==> config.mk <==
export PLATFORM = sky130hd
export DESIGN_NAME = adder_pipe
export DESIGN_NICKNAME = d
export VERILOG_FILES = /design/src/rtl/adder_pipe_pkg.sv /design/src/rtl/adder_pipe_seg_adder.sv /design/src/rtl/adder_pipe.sv
export SDC_FILE = /design/constraint.sdc
export NUM_CORES = 1
export LEC_CHECK = 0
export BUFFER_PORTS_ARGS = -buffer_cell sky130_fd_sc_hd__buf_2
export CORE_MARGIN = 10
export CORE_UTILIZATION = 55
export CTS_BUF_LIST = sky130_fd_sc_hd__clkbuf_8
export DETAILED_ROUTE_END_ITERATION = 10
export PLACE_DENSITY = 0.73
export SLEW_MARGIN = 10
export SYNTH_ARGS = -nofsm -noshare
export SYNTH_HDL_FRONTEND = slang
export SYNTH_SLANG_ARGS = --single-unit
==> constraint.sdc <==
create_clock -name clk -period 8.4 [get_ports clk]
set_input_delay 2.1 -clock clk [delete_from_list [all_inputs] [get_ports clk]]
set_output_delay 2.1 -clock clk [all_outputs]
set_load 0.01 [all_outputs]
==> src/rtl/adder_pipe_pkg.sv <==
// adder_pipe_pkg: op encoding and default geometry for the pipelined adder.
package adder_pipe_pkg;
   localparam logic OP_ADD     = 1'b0;
   localparam logic OP_SUB     = 1'b1;
   localparam int   DEF_WIDTH  = 32;
   localparam int   DEF_STAGES = 4;
endpackage

==> src/rtl/adder_pipe_seg_adder.sv <==
// seg_adder: W-bit combinational adder segment with carry-in and carry-out.
module seg_adder #(
   parameter int W = 8
) (
   input  logic [W-1:0] a,
   input  logic [W-1:0] b,
   input  logic         ci,
   output logic [W-1:0] s,
   output logic         co
);
   assign {co, s} = {1'b0, a} + {1'b0, b} + {{W{1'b0}}, ci};
endmodule

==> src/rtl/adder_pipe.sv <==
// adder_pipe: STAGES-segment pipelined add/sub with valid/ready flow control.
// Define ADDER_PIPE_FLAGS_EN to add registered ovf/zero outputs.
module adder_pipe
   import adder_pipe_pkg::*;
#(
   parameter int WIDTH  = DEF_WIDTH,
   parameter int STAGES = DEF_STAGES
) (
   input  logic             clk,
   input  logic             reset,
   input  logic             in_valid,
   output logic             in_ready,
   input  logic [WIDTH-1:0] in1,
   input  logic [WIDTH-1:0] in2,
   input  logic             cin,
   input  logic             op,
   output logic             out_valid,
   input  logic             out_ready,
   output logic [WIDTH-1:0] sum,
   output logic             cout
`ifdef ADDER_PIPE_FLAGS_EN
   ,
   output logic             ovf,
   output logic             zero
`endif
);
   localparam int SEG = WIDTH / STAGES;
   localparam int L   = STAGES - 1;
   logic adv;
   assign adv      = !out_valid || out_ready;
   assign in_ready = adv;
   // r carries finished sum bits below the live segment and untouched in1 bits above it;
   // b shrinks by one segment per stage so only unconsumed operand bits are registered.
   for (genvar k = 0; k < STAGES; k++) begin : g_st
      localparam int LO = k * SEG;
      logic [WIDTH-1:0]    r_i, r_o;
      logic [WIDTH-LO-1:0] b_i;
      logic                c_i, v_i, c_o;
      logic [SEG-1:0]      s_seg;
      if (k == 0) begin : g_src
         always_comb begin
            r_i = in1;
            b_i = (op == OP_SUB) ? ~in2 : in2;
            c_i = (op == OP_SUB) ? ~cin : cin;
            v_i = in_valid;
         end
      end else begin : g_reg
         logic [WIDTH-1:0]    r_d, r_q;
         logic [WIDTH-LO-1:0] b_d, b_q;
         logic                c_d, c_q, v_d, v_q;
         always_comb begin
            r_d = g_st[k-1].r_o;
            b_d = g_st[k-1].b_i[WIDTH-LO+SEG-1:SEG];
            c_d = g_st[k-1].c_o;
            v_d = g_st[k-1].v_i;
         end
         always_ff @(posedge clk) begin
            if (reset) begin
               r_q <= '0;
               b_q <= '0;
               c_q <= 1'b0;
               v_q <= 1'b0;
            end else if (adv) begin
               r_q <= r_d;
               b_q <= b_d;
               c_q <= c_d;
               v_q <= v_d;
            end
         end
         always_comb begin
            r_i = r_q;
            b_i = b_q;
            c_i = c_q;
            v_i = v_q;
         end
      end
      seg_adder #(.W(SEG)) u_seg (
         .a  (r_i[LO +: SEG]),
         .b  (b_i[SEG-1:0]),
         .ci (c_i),
         .s  (s_seg),
         .co (c_o)
      );
      always_comb begin
         r_o = r_i;
         r_o[LO +: SEG] = s_seg;
      end
   end
   logic [WIDTH-1:0] sum_d, sum_q;
   logic             cout_d, cout_q, out_valid_d, out_valid_q;
   always_comb begin
      sum_d       = g_st[L].r_o;
      cout_d      = g_st[L].c_o;
      out_valid_d = g_st[L].v_i;
   end
   always_ff @(posedge clk) begin
      if (reset) begin
         sum_q       <= '0;
         cout_q      <= 1'b0;
         out_valid_q <= 1'b0;
      end else if (adv) begin
         sum_q       <= sum_d;
         cout_q      <= cout_d;
         out_valid_q <= out_valid_d;
      end
   end
   assign sum       = sum_q;
   assign cout      = cout_q;
   assign out_valid = out_valid_q;
`ifdef ADDER_PIPE_FLAGS_EN
   logic ovf_d, ovf_q, zero_d, zero_q;
   // carry into the MSB is recovered as a^b^s at that bit
   always_comb begin
      ovf_d  = g_st[L].r_i[WIDTH-1] ^ g_st[L].b_i[SEG-1] ^ sum_d[WIDTH-1] ^ cout_d;
      zero_d = (sum_d == '0);
   end
   always_ff @(posedge clk) begin
      if (reset) begin
         ovf_q  <= 1'b0;
         zero_q <= 1'b0;
      end else if (adv) begin
         ovf_q  <= ovf_d;
         zero_q <= zero_d;
      end
   end
   assign ovf  = ovf_q;
   assign zero = zero_q;
`endif
endmodule

==> qor.yml <==
tns_ns: 0
design.core.area_um2: 13900
routed_wl_mm: 16.6
grt_pass1_wl_mm: 26.6
rsz0062_at_grt: "no"
netlist_top_cells_count: "nand2_1 (273), dfxtp_1 (184), a21oi_1 (155)"
grt_max_degree: 118
synthMuxAreaShare_pct: 0.861
htree_levels: 4
syn_area_um2: 7850
start_util_pct: 56.3
finClkSkew_ns: 0.00789
p_per_area_nw_per_um2: 202
synth-seq-area-share_pct: 46.9
antenna_found_initial: 0
dr_total_vias: 6130
clk_pin_slew_ns: 0.08
syn_inst: 938
clk_latency_ns: 0.45
drcViolationCount: 0
cts_resized: 0
clock_tree.root_cell: "clkbuf_8"
synth-edff-count: 0
end_kind: "output port"
period_needed_ns: 5.65
final-max-slew-violation-count: 0
holdBufCountCts: 0
final_nets: 1107
synth.avg_cell_area_um2: 8.37
rows: 43
numCtsBuffers: 17
synth_async_sr_flop_share_pct: 0
cts_tree: "yes"
dpl.hpwl_mm: 11.2
synth_top_cell_area_share_pct: 46.9
die_y_um: 139
crit_fanout: 86
drt-vias-per-instance: 5.14
p_leak_nw: 3.73
yosysTopAreaCell: "dfxtp_1"
start_kind: "input port"
post_cts_buffers: 0
post_synth_xor_area_fraction_pct: 5.24
synth_top_family_by_area: "compound AO/OA/AOI/OAI gates"
maxCapViolCount: 0
synth_fa_ha_area_share_pct: 6.50
drtIter0Drc: 466
synth_compound_area_share_pct: 18.0
ios: 105
ys_seq_elements: 184
power_mw: 1.76
fmax_mhz: 177
finalCritPeriodShare_pct: 67.2
tightest_slew_ns: 0.899
synth_most_common_cell: "nand2_1"
grt_usage_pct: 16.1
cts_sinks: 184
syn2layout_area_growth_pct: 11.3
slowest_stage: "buf_4"
crit_type: "input port to output port"
yosysWarnings: 0
gp_congestion: 0.876
clock_path_buffers: 2
setup_violations: 0
grt_pass1_vias: 5413
n_antenna_cell: 0
cp.required_ns: 6.30
slew_headroom_pct: 40.1
status: "finished, final reports clean"
hp-class: "flip-flop to flip-flop"
synthesis.nets: 1044
final-hold-violation-count: 0
gr-total-overflow: 0
synthTopCellsByArea: "dfxtp_1 (47%), nand2_1 (13%), a21oi_1 (9.9%)"
cp.arrival_ns: 3.55
crit_chain: "buf_2, nor2b_4, buf_4, inv_6, buf_2"
synth_simple_gate_area_share_pct: 17.9
die_area_um2: 19500
dr.pass1.iters: 5
synthFlopType: "dfxtp_1"
layout-drive-gt1-share_pct: 14.3
cp_common_cell: "buf_2"
cpPeakStageDelay_ns: 0.54
final_core_util_pct: 62.7
wl_per_cell_um: 13.9
io_buffers: 104
nFillCells: 1296
die_w_um: 139
ant_nets: 0
ir_worst_vdd_uv: 93.8
synthDistinctLibCells: 45
state kept, by name, summed over array words and instances (netlist names):
register	count
cout	1
g_st.b_i	48
g_st.c_i	3
g_st.g_reg.r_q	96
g_st.g_reg.v_q	3
out_valid	1
sum	32
cell type report:
type,count,area [um^2],area share [%]
clock buffers,19,262,2.99
clock inverters,12,136,1.56
inverters,12,50.0,0.573
multi-input cells,677,3820,43.7
flip-flops and latches,184,3680,42.2
well taps,180,225,2.58
repair buffers,109,564,6.46
worst max-delay path, delay by kind of cell:
kind	cells	cell delay, ns
AND/OR/NAND/NOR	1	0.09
buffers and inverters	4	1.28
cell families (layout without fill, tap and decap cells):
family,Yosys count,after routing
AOI/OAI and AO/OA,241,241
buffers and inverters,77,152
adders and majority gates,36,36
DFF,184,184
xor gates and xnor gates,47,47
muxes,6,6
and+or+nand+nor,347,347
placed cells by master (no fill, tap or decap), types with 3 or more instances in the layout:
master and instances:
o21bai_1 4, ha_1 28, and3_1 6, nand3b_1 6
mux2_2 6, a211o_1 3, buf_2 103, a21o_1 14
xor2_1 13, nor4_1 4, clkinv_2 3, a221oi_1 3
buf_4 5, a211oi_1 36, nor3_1 4, inv_1 15
o2bb2ai_1 4, a21oi_1 155, nand2_1 273, o22ai_1 5
nor3b_1 5, dfxtp_1 184, bufinv_16 3, fa_1 8
nor2_1 37, o21ai_0 9, nand2b_1 3, xnor2_1 34
clkbuf_8 19
path summary, 6_finish.rpt:
path | start | end | slack, ns | cells past startpoint
setup reg to reg | out_valid | g_st[3].g_reg.r_q[23] | 5.78 | 7
hold reg to reg | sum[0] | sum[0] | 0.45 | 2
hold / removal | sum[0] | sum[0] | 0.45 | 2
setup / recovery | out_ready | in_ready | 2.75 | 5
routing by layer:
| metal | routed length, um | global-route usage (%) | part of all wire [%] |
|---|---|---|---|
| met1 | 8520 | 23.7 | 51 |
| met5 | 0 | 0 | 0 |
| met2 | 7120 | 22.2 | 43 |
| met3 | 787 | 4.15 | 4.8 |
| met4 | 127 | 5.27 | 0.77 |
where the power goes:
group | internal (mW) | total (mW) | switching (mW)
combinational | 0.0922 | 0.204 | 0.112
sequential | 0.931 | 0.964 | 0.0330
clock | 0.303 | 0.595 | 0.292
through the flow:
stage | cell area, um^2 | hold slack [ns] | setup slack [ns] | instances
after global placement | 8340 | 0.431 | 2.74 | 1162
final | 8740 | 0.449 | 2.75 | 1193
after detailed placement | 8340 | 0.441 | 2.75 | 1162
after floorplan | 7850 | 0.425 | 3.58 | 938
after global routing | 8740 | 0.467 | 2.63 | 1193
after CTS | 8740 | 0.453 | 2.74 | 1193
No activity file was read; power rests on OpenSTA's default activity.
